## src/rtl/alu_comparator_seq.sv

```systemverilog
// Multi-cycle comparator. It compares two operands MSB-first, CHUNK_W bits per cycle,
// and produces branch, set-less-than and min/max results over a valid/ready handshake.
module alu_comparator_seq #(
  parameter int unsigned XLEN       = 32,
  parameter int unsigned CHUNK_W    = 8,
  parameter bit          EARLY_EXIT = 1'b1
) (
  input  logic            soc_clk,
  input  logic            reset,
  input  logic            in_valid,
  output logic            in_ready,
  input  logic [XLEN-1:0] ALU_dat1,
  input  logic [XLEN-1:0] ALU_dat2,
  input  logic [4:0]      Instruction_to_ALU,
  output logic            out_valid,
  input  logic            out_ready,
  output logic            Comparator_con_met,
  output logic [XLEN-1:0] Comparator_out,
  output logic            illegal_op,
  output logic            busy
);

  localparam int unsigned NCHUNK = XLEN / CHUNK_W;
  localparam int unsigned IDX_W  = (NCHUNK > 1) ? $clog2(NCHUNK) : 1;

  localparam logic [4:0] OP_BEQ  = 5'd0;
  localparam logic [4:0] OP_BNE  = 5'd1;
  localparam logic [4:0] OP_BLT  = 5'd2;
  localparam logic [4:0] OP_BGE  = 5'd3;
  localparam logic [4:0] OP_BLTU = 5'd4;
  localparam logic [4:0] OP_BGEU = 5'd5;
  localparam logic [4:0] OP_SLT  = 5'd9;
  localparam logic [4:0] OP_SLTU = 5'd10;
  localparam logic [4:0] OP_MIN  = 5'd11;
  localparam logic [4:0] OP_MAX  = 5'd12;
  localparam logic [4:0] OP_MINU = 5'd13;
  localparam logic [4:0] OP_MAXU = 5'd14;

  typedef enum logic [1:0] {S_IDLE, S_CMP, S_DONE} state_t;
  typedef enum logic [1:0] {REL_EQ, REL_LT, REL_GT} rel_t;

  state_t             r_state, w_state_nxt;
  logic [XLEN-1:0]    r_a, r_b, w_a_nxt, w_b_nxt;
  logic [4:0]         r_op, w_op_nxt;
  logic [IDX_W-1:0]   r_idx, w_idx_nxt;
  rel_t               r_rel, w_rel_nxt, w_rel_upd;
  logic               r_out_valid, w_out_valid_nxt;
  logic               r_con, w_con_nxt;
  logic [XLEN-1:0]    r_out, w_out_nxt;
  logic               r_illegal, w_illegal_nxt;

  logic               w_signed_op, w_legal_op, w_load;
  logic [XLEN-1:0]    w_flip, w_cmp_a, w_cmp_b;
  logic [31:0]        w_shamt;
  logic [CHUNK_W-1:0] w_chunk_a, w_chunk_b;
  logic               w_neq, w_lt, w_last;
  logic               w_res_con;
  logic [XLEN-1:0]    w_res_out;

  // Opcode classification for the latched opcode
  always_comb begin
    w_signed_op = 1'b0;
    w_legal_op  = 1'b1;
    case (r_op)
      OP_BLT, OP_BGE, OP_SLT, OP_MIN, OP_MAX: w_signed_op = 1'b1;
      OP_BEQ, OP_BNE, OP_BLTU, OP_BGEU, OP_SLTU, OP_MINU, OP_MAXU: w_signed_op = 1'b0;
      default: w_legal_op = 1'b0;
    endcase
  end

  // Flipping the sign bit turns a signed compare into an unsigned one
  assign w_flip    = {w_signed_op, {(XLEN-1){1'b0}}};
  assign w_cmp_a   = r_a ^ w_flip;
  assign w_cmp_b   = r_b ^ w_flip;
  assign w_shamt   = 32'(r_idx) * CHUNK_W;
  assign w_chunk_a = CHUNK_W'(w_cmp_a >> w_shamt);
  assign w_chunk_b = CHUNK_W'(w_cmp_b >> w_shamt);
  assign w_neq     = (w_chunk_a != w_chunk_b);
  assign w_lt      = (w_chunk_a < w_chunk_b);

  // The first unequal chunk from the top decides; later chunks never override it
  assign w_rel_upd = ((r_rel == REL_EQ) && w_neq) ? (w_lt ? REL_LT : REL_GT) : r_rel;
  assign w_last    = (r_idx == '0) || (EARLY_EXIT && w_neq);

  // Result selection from the final relation
  always_comb begin
    w_res_con = 1'b0;
    w_res_out = '0;
    case (r_op)
      OP_BEQ:          w_res_con = (w_rel_upd == REL_EQ);
      OP_BNE:          w_res_con = (w_rel_upd != REL_EQ);
      OP_BLT, OP_BLTU: w_res_con = (w_rel_upd == REL_LT);
      OP_BGE, OP_BGEU: w_res_con = (w_rel_upd != REL_LT);
      OP_SLT, OP_SLTU: begin
        w_res_con = (w_rel_upd == REL_LT);
        w_res_out = XLEN'(w_res_con);
      end
      OP_MIN, OP_MINU: begin
        w_res_con = (w_rel_upd == REL_LT);
        w_res_out = w_res_con ? r_a : r_b;
      end
      OP_MAX, OP_MAXU: begin
        w_res_con = (w_rel_upd == REL_GT);
        w_res_out = w_res_con ? r_a : r_b;
      end
      default: w_res_con = 1'b0;
    endcase
  end

  // Next-state and registered-output logic
  always_comb begin
    w_state_nxt     = r_state;
    w_a_nxt         = r_a;
    w_b_nxt         = r_b;
    w_op_nxt        = r_op;
    w_idx_nxt       = r_idx;
    w_rel_nxt       = r_rel;
    w_out_valid_nxt = r_out_valid;
    w_con_nxt       = r_con;
    w_out_nxt       = r_out;
    w_illegal_nxt   = r_illegal;
    w_load          = 1'b0;

    case (r_state)
      S_IDLE: begin
        if (in_valid) w_load = 1'b1;
      end
      S_CMP: begin
        // Unsupported opcodes spend their single cycle here so out_valid lands at E0+1
        if (!w_legal_op) begin
          w_state_nxt     = S_DONE;
          w_out_valid_nxt = 1'b1;
          w_con_nxt       = 1'b0;
          w_out_nxt       = '0;
          w_illegal_nxt   = 1'b1;
        end else begin
          w_rel_nxt = w_rel_upd;
          w_idx_nxt = r_idx - IDX_W'(1);
          if (w_last) begin
            w_state_nxt     = S_DONE;
            w_out_valid_nxt = 1'b1;
            w_con_nxt       = w_res_con;
            w_out_nxt       = w_res_out;
            w_illegal_nxt   = 1'b0;
          end
        end
      end
      S_DONE: begin
        if (out_ready) begin
          w_out_valid_nxt = 1'b0;
          if (in_valid) w_load = 1'b1;
          else          w_state_nxt = S_IDLE;
        end
      end
      default: w_state_nxt = S_IDLE;
    endcase

    if (w_load) begin
      w_state_nxt = S_CMP;
      w_a_nxt     = ALU_dat1;
      w_b_nxt     = ALU_dat2;
      w_op_nxt    = Instruction_to_ALU;
      w_idx_nxt   = IDX_W'(NCHUNK - 1);
      w_rel_nxt   = REL_EQ;
    end
  end

  always_ff @(posedge soc_clk) begin
    if (reset) begin
      r_state     <= S_IDLE;
      r_a         <= '0;
      r_b         <= '0;
      r_op        <= '0;
      r_idx       <= '0;
      r_rel       <= REL_EQ;
      r_out_valid <= 1'b0;
      r_con       <= 1'b0;
      r_out       <= '0;
      r_illegal   <= 1'b0;
    end else begin
      r_state     <= w_state_nxt;
      r_a         <= w_a_nxt;
      r_b         <= w_b_nxt;
      r_op        <= w_op_nxt;
      r_idx       <= w_idx_nxt;
      r_rel       <= w_rel_nxt;
      r_out_valid <= w_out_valid_nxt;
      r_con       <= w_con_nxt;
      r_out       <= w_out_nxt;
      r_illegal   <= w_illegal_nxt;
    end
  end

  assign in_ready           = (r_state == S_IDLE) | ((r_state == S_DONE) & out_ready);
  assign busy               = (r_state != S_IDLE);
  assign out_valid          = r_out_valid;
  assign Comparator_con_met = r_con;
  assign Comparator_out     = r_out;
  assign illegal_op         = r_illegal;

endmodule
```

## config.mk

```make
export PLATFORM = sky130hd
export DESIGN_NAME = alu_comparator_seq
export DESIGN_NICKNAME = d
export VERILOG_FILES = /design/src/rtl/alu_comparator_seq.sv
export SDC_FILE = /design/constraint.sdc
export NUM_CORES = 1
export LEC_CHECK = 0
export ABC_AREA = 0
export CAP_MARGIN = 20
export CORE_ASPECT_RATIO = 1.2
export CORE_MARGIN = 1
export CORE_UTILIZATION = 51
export CTS_CLUSTER_SIZE = 25
export DETAILED_ROUTE_END_ITERATION = 12
export GPL_TIMING_DRIVEN = 0
export HOLD_SLACK_MARGIN = 0.02
export PLACE_DENSITY = 0.8
export REMOVE_ABC_BUFFERS = 1
export SLEW_MARGIN = 30
export SYNTH_ARGS = -nofsm -noshare
export SYNTH_HDL_FRONTEND = slang
export SYNTH_SLANG_ARGS = --single-unit
```

## constraint.sdc

```tcl
create_clock -name soc_clk -period 4.3 [get_ports soc_clk]
set_input_delay 0.86 -clock soc_clk [delete_from_list [all_inputs] [get_ports soc_clk]]
set_output_delay 0.86 -clock soc_clk [all_outputs]
set_load 0.01 [all_outputs]
```

==> out/metrics.yaml <==
post-route-period-util: 0.957
cpPeakStageDelay_ns: 0.63
start_util: 0.532
timing.fmax_ghz: 0.243
critPathMaxFanout: 16
yosysSeqAreaShare: 0.429
p_seq_frac: 0.470
outcome: "complete, no violations"
min_delay_path_depth: 2
power_density_mw_per_mm2: 368
die_area_mm2: 0.0105
syn_inst: 569
holdBufCountCts: 0
stdcell_area_mm2: 0.00656
slowest_stage: "dfxtp_1"
htreeDepth: 3
placed_area_mm2: 0.00623
rsz0062_at_grt: "no"
route.met3.wl_um: 596
cp_cell_sequence: "nand2b_1, o32a_1, nor2_1, xor2_1, mux4_2, ha_1, nand4_2, or3_4, o21ai_4, nor2b_4, and2_0, a221o_1"
synth_ff_type: "dfxtp_1"
clock-sinks: 110
worstSetupPathType: "flop to flop"
die_h_um: 112
power_leakage_uw: 0.00242
port_buffers: 109
critPathRequiredTime_ns: 4.59
cts_buffers: 9
mappedNetlistArea_mm2: 0.00514
synth-edff-count: 0
drtIter0Drc: 213
finalNetCount: 738
wire_per_inst_um: 16.3
skew_ns: 0.00685
critical_path_buf_inv_count: 0
gp_congestion: 0.839
holdPathEnd: "r_b[28]"
critical_path.top_delay_family: "simple AND/OR/NAND/NOR gates"
drt-met1-wl_um: 5510
avgSynthCellArea_um2: 9.03
worstSetupEndpointType: "flop"
synth_cell_types: 59
hold_class: "flop to flop"
wirelength_um: 12700
die_x_um: 93.6
final_layout_size_suffix_gt1_frac: 0.0939
ios: 110
place_hpwl_um: 8420
combPwrFrac: 0.191
cts.clk_slew.worst_paths_ns: 0.07
num_vias: 4419
antenna_found_initial: 0
r2r-start: "r_op[2]"
ys_seq_elements: 110
drc: 0
clock_power_share: 0.339
grt_pass1_vias: 4347
start_kind: "flop"
placed_cells: 764
drtPass1Iterations: 4
top_layer: "met4"
vdd_drop_max_uv: 245
grt_overflow: 0
clkLatencyLatePin_ns: 0.34
n_antenna_cell: 0
syn2layout_area_growth_pct: 27.7
maxCapViolCount: 0
finalCriticalPeriod_ns: 4.12
slew_violations: 0
reg2reg_to: "Comparator_out[31]"
num_rows: 39
cts_tree: "yes"
synthArstFlopShare: 0
grt_pass1_wl_um: 20400
grt_max_degree: 49
cts_root_buf: "clkbuf_16"
viasPerCell: 5.64
p_sw_frac: 0.273
grt_use_total: 0.246
wl_met2_um: 6500
yosysWarningCount: 0
maxSlewHeadroom: 0.442
final_common_cell: "nand2_1"
hold_viol_final: 0
clk_path_buf_depth: 2
worst_slew_pin_slew_ns: 0.836
crit_arrival_ns: 4.40
worstRegToRegCells: 12
coreArea_mm2: 0.00966
final_cell_mix: "149 x nand2_1, 109 x dfxtp_1, 108 x clkdlybuf4s50_1, 85 x a21oi_1, 31 x a221o_1"
p_sw_uw: 660
n_fill_cell: 788
intPower_uw: 1760
fin_cells: 783
setup_viol: 0
ant_nets: 0
rrSetupSlack_ns: 0.18
hold_start: "r_b[28]"
==> area by class of cell <==
cell class / count / area, µm² / share of cell area
multi-input combinational: 404 / 2660 / 0.406
sequential: 110 / 2200 / 0.336
timing repair buffer: 117 / 1200 / 0.184
clock buffer: 14 / 254 / 0.0387
tap: 123 / 154 / 0.0235
inverter: 14 / 52.6 / 0.00801
clock inverter: 1 / 30.0 / 0.00458
==> power by group through the flow <==
stage	registers (µW)	clock network (µW)	logic, µW
after global placement	1150	0	438
after CTS	1140	828	454
after detailed placement	1160	0	451
final	1140	820	461
after global routing	1140	870	508
after floorplan	1140	0	289
==> synth_stat cells, types with 2 or more instances <==
cell / count / share of area
and2_2: 2 / 0.0029
buf_6: 10 / 0.022
mux4_2: 16 / 0.070
mux2i_1: 4 / 0.0078
o31a_1: 2 / 0.0034
nor3_1: 4 / 0.0039
nor4_1: 4 / 0.0049
a221o_1: 31 / 0.060
buf_2: 3 / 0.0029
a21oi_1: 85 / 0.083
and2b_2: 3 / 0.0051
xnor2_1: 2 / 0.0034
clkbuf_1: 27 / 0.020
nand3_1: 4 / 0.0039
a31oi_1: 2 / 0.0024
nor2_1: 12 / 0.0088
o21ai_0: 3 / 0.0029
and2_1: 8 / 0.0097
inv_1: 14 / 0.010
nand2_1: 150 / 0.11
or2_2: 2 / 0.0024
xor2_1: 3 / 0.0051
ha_1: 9 / 0.022
nand4_1: 2 / 0.0024
dfxtp_1: 110 / 0.43
buf_4: 2 / 0.0029
and2_0: 23 / 0.028
==> repair_timing <==
item / 4_1_cts / 5_1_grt
resized for setup: 0 / 1
setup endpoints to repair: 0 / 31
buffers inserted: 0 / 2
==> worst reg2reg max path, stage by stage, from the launching register on <==
cell and delay (ns):
dfxtp_1 0.63, nand2b_1 0.19, o32a_1 0.32, nor2_1 0.18, xor2_1 0.09, mux4_2 0.48
ha_1 0.37, nand4_2 0.23, or3_4 0.46, o21ai_4 0.26, nor2b_4 0.48, and2_0 0.23
a221o_1 0.12
==> per-layer routing <==
metal | global-route usage | up-vias
met5 | 0 | -
met4 | 0.0779 | 0
met3 | 0.0362 | 13
met2 | 0.442 | 116
met1 | 0.300 | 2124
li1 | - | 2166
==> registers in the layout, indices dropped and copies added (netlist names) <==
| name | count |
|---|---|
| r_state | 2 |
| r_op | 5 |
| Comparator_con_met | 1 |
| illegal_op | 1 |
| r_b | 32 |
| out_valid | 1 |
| r_idx | 2 |
| r_rel | 2 |
| Comparator_out | 32 |
| r_a | 32 |
==> worst max path at each step <==
stage,cells past startpoint,endpoint,startpoint
6_report,12,Comparator_out[31],r_op[2]
5_1_grt,12,Comparator_out[31],r_op[2]
3_5_place_dp,12,Comparator_out[1],r_op[2]
3_3_place_gp,4,Comparator_out[22],reset
4_1_cts,12,Comparator_out[31],r_op[2]
2_1_floorplan,12,Comparator_out[10],r_op[2]
==> stage by stage <==
step                hold slack (ns)  TNS [ns]  setup slack (ns)   util  total power, µW
CTS                           0.473         0            0.0631  0.675             2420
global route                  0.488         0            0.0573  0.679             2520
global placement              0.454    -23.82            -0.779  0.635             1590
detailed placement            0.463         0             0.110  0.645             1610
finish                        0.471         0             0.183  0.679             2420
floorplan                     0.440         0             0.527      -             1430
==> logic make-up after synthesis <==
kind of cell,after synthesis,synth area share
DFF,110,0.429
adders and majority gates,9,0.0219
and+or+nand+nor,226,0.208
xor gates and xnor gates,6,0.0139
AOI/OAI and AO/OA,142,0.192
buffers and inverters,56,0.0577
muxes,20,0.0779
Power figures use the tool's default switching activity.
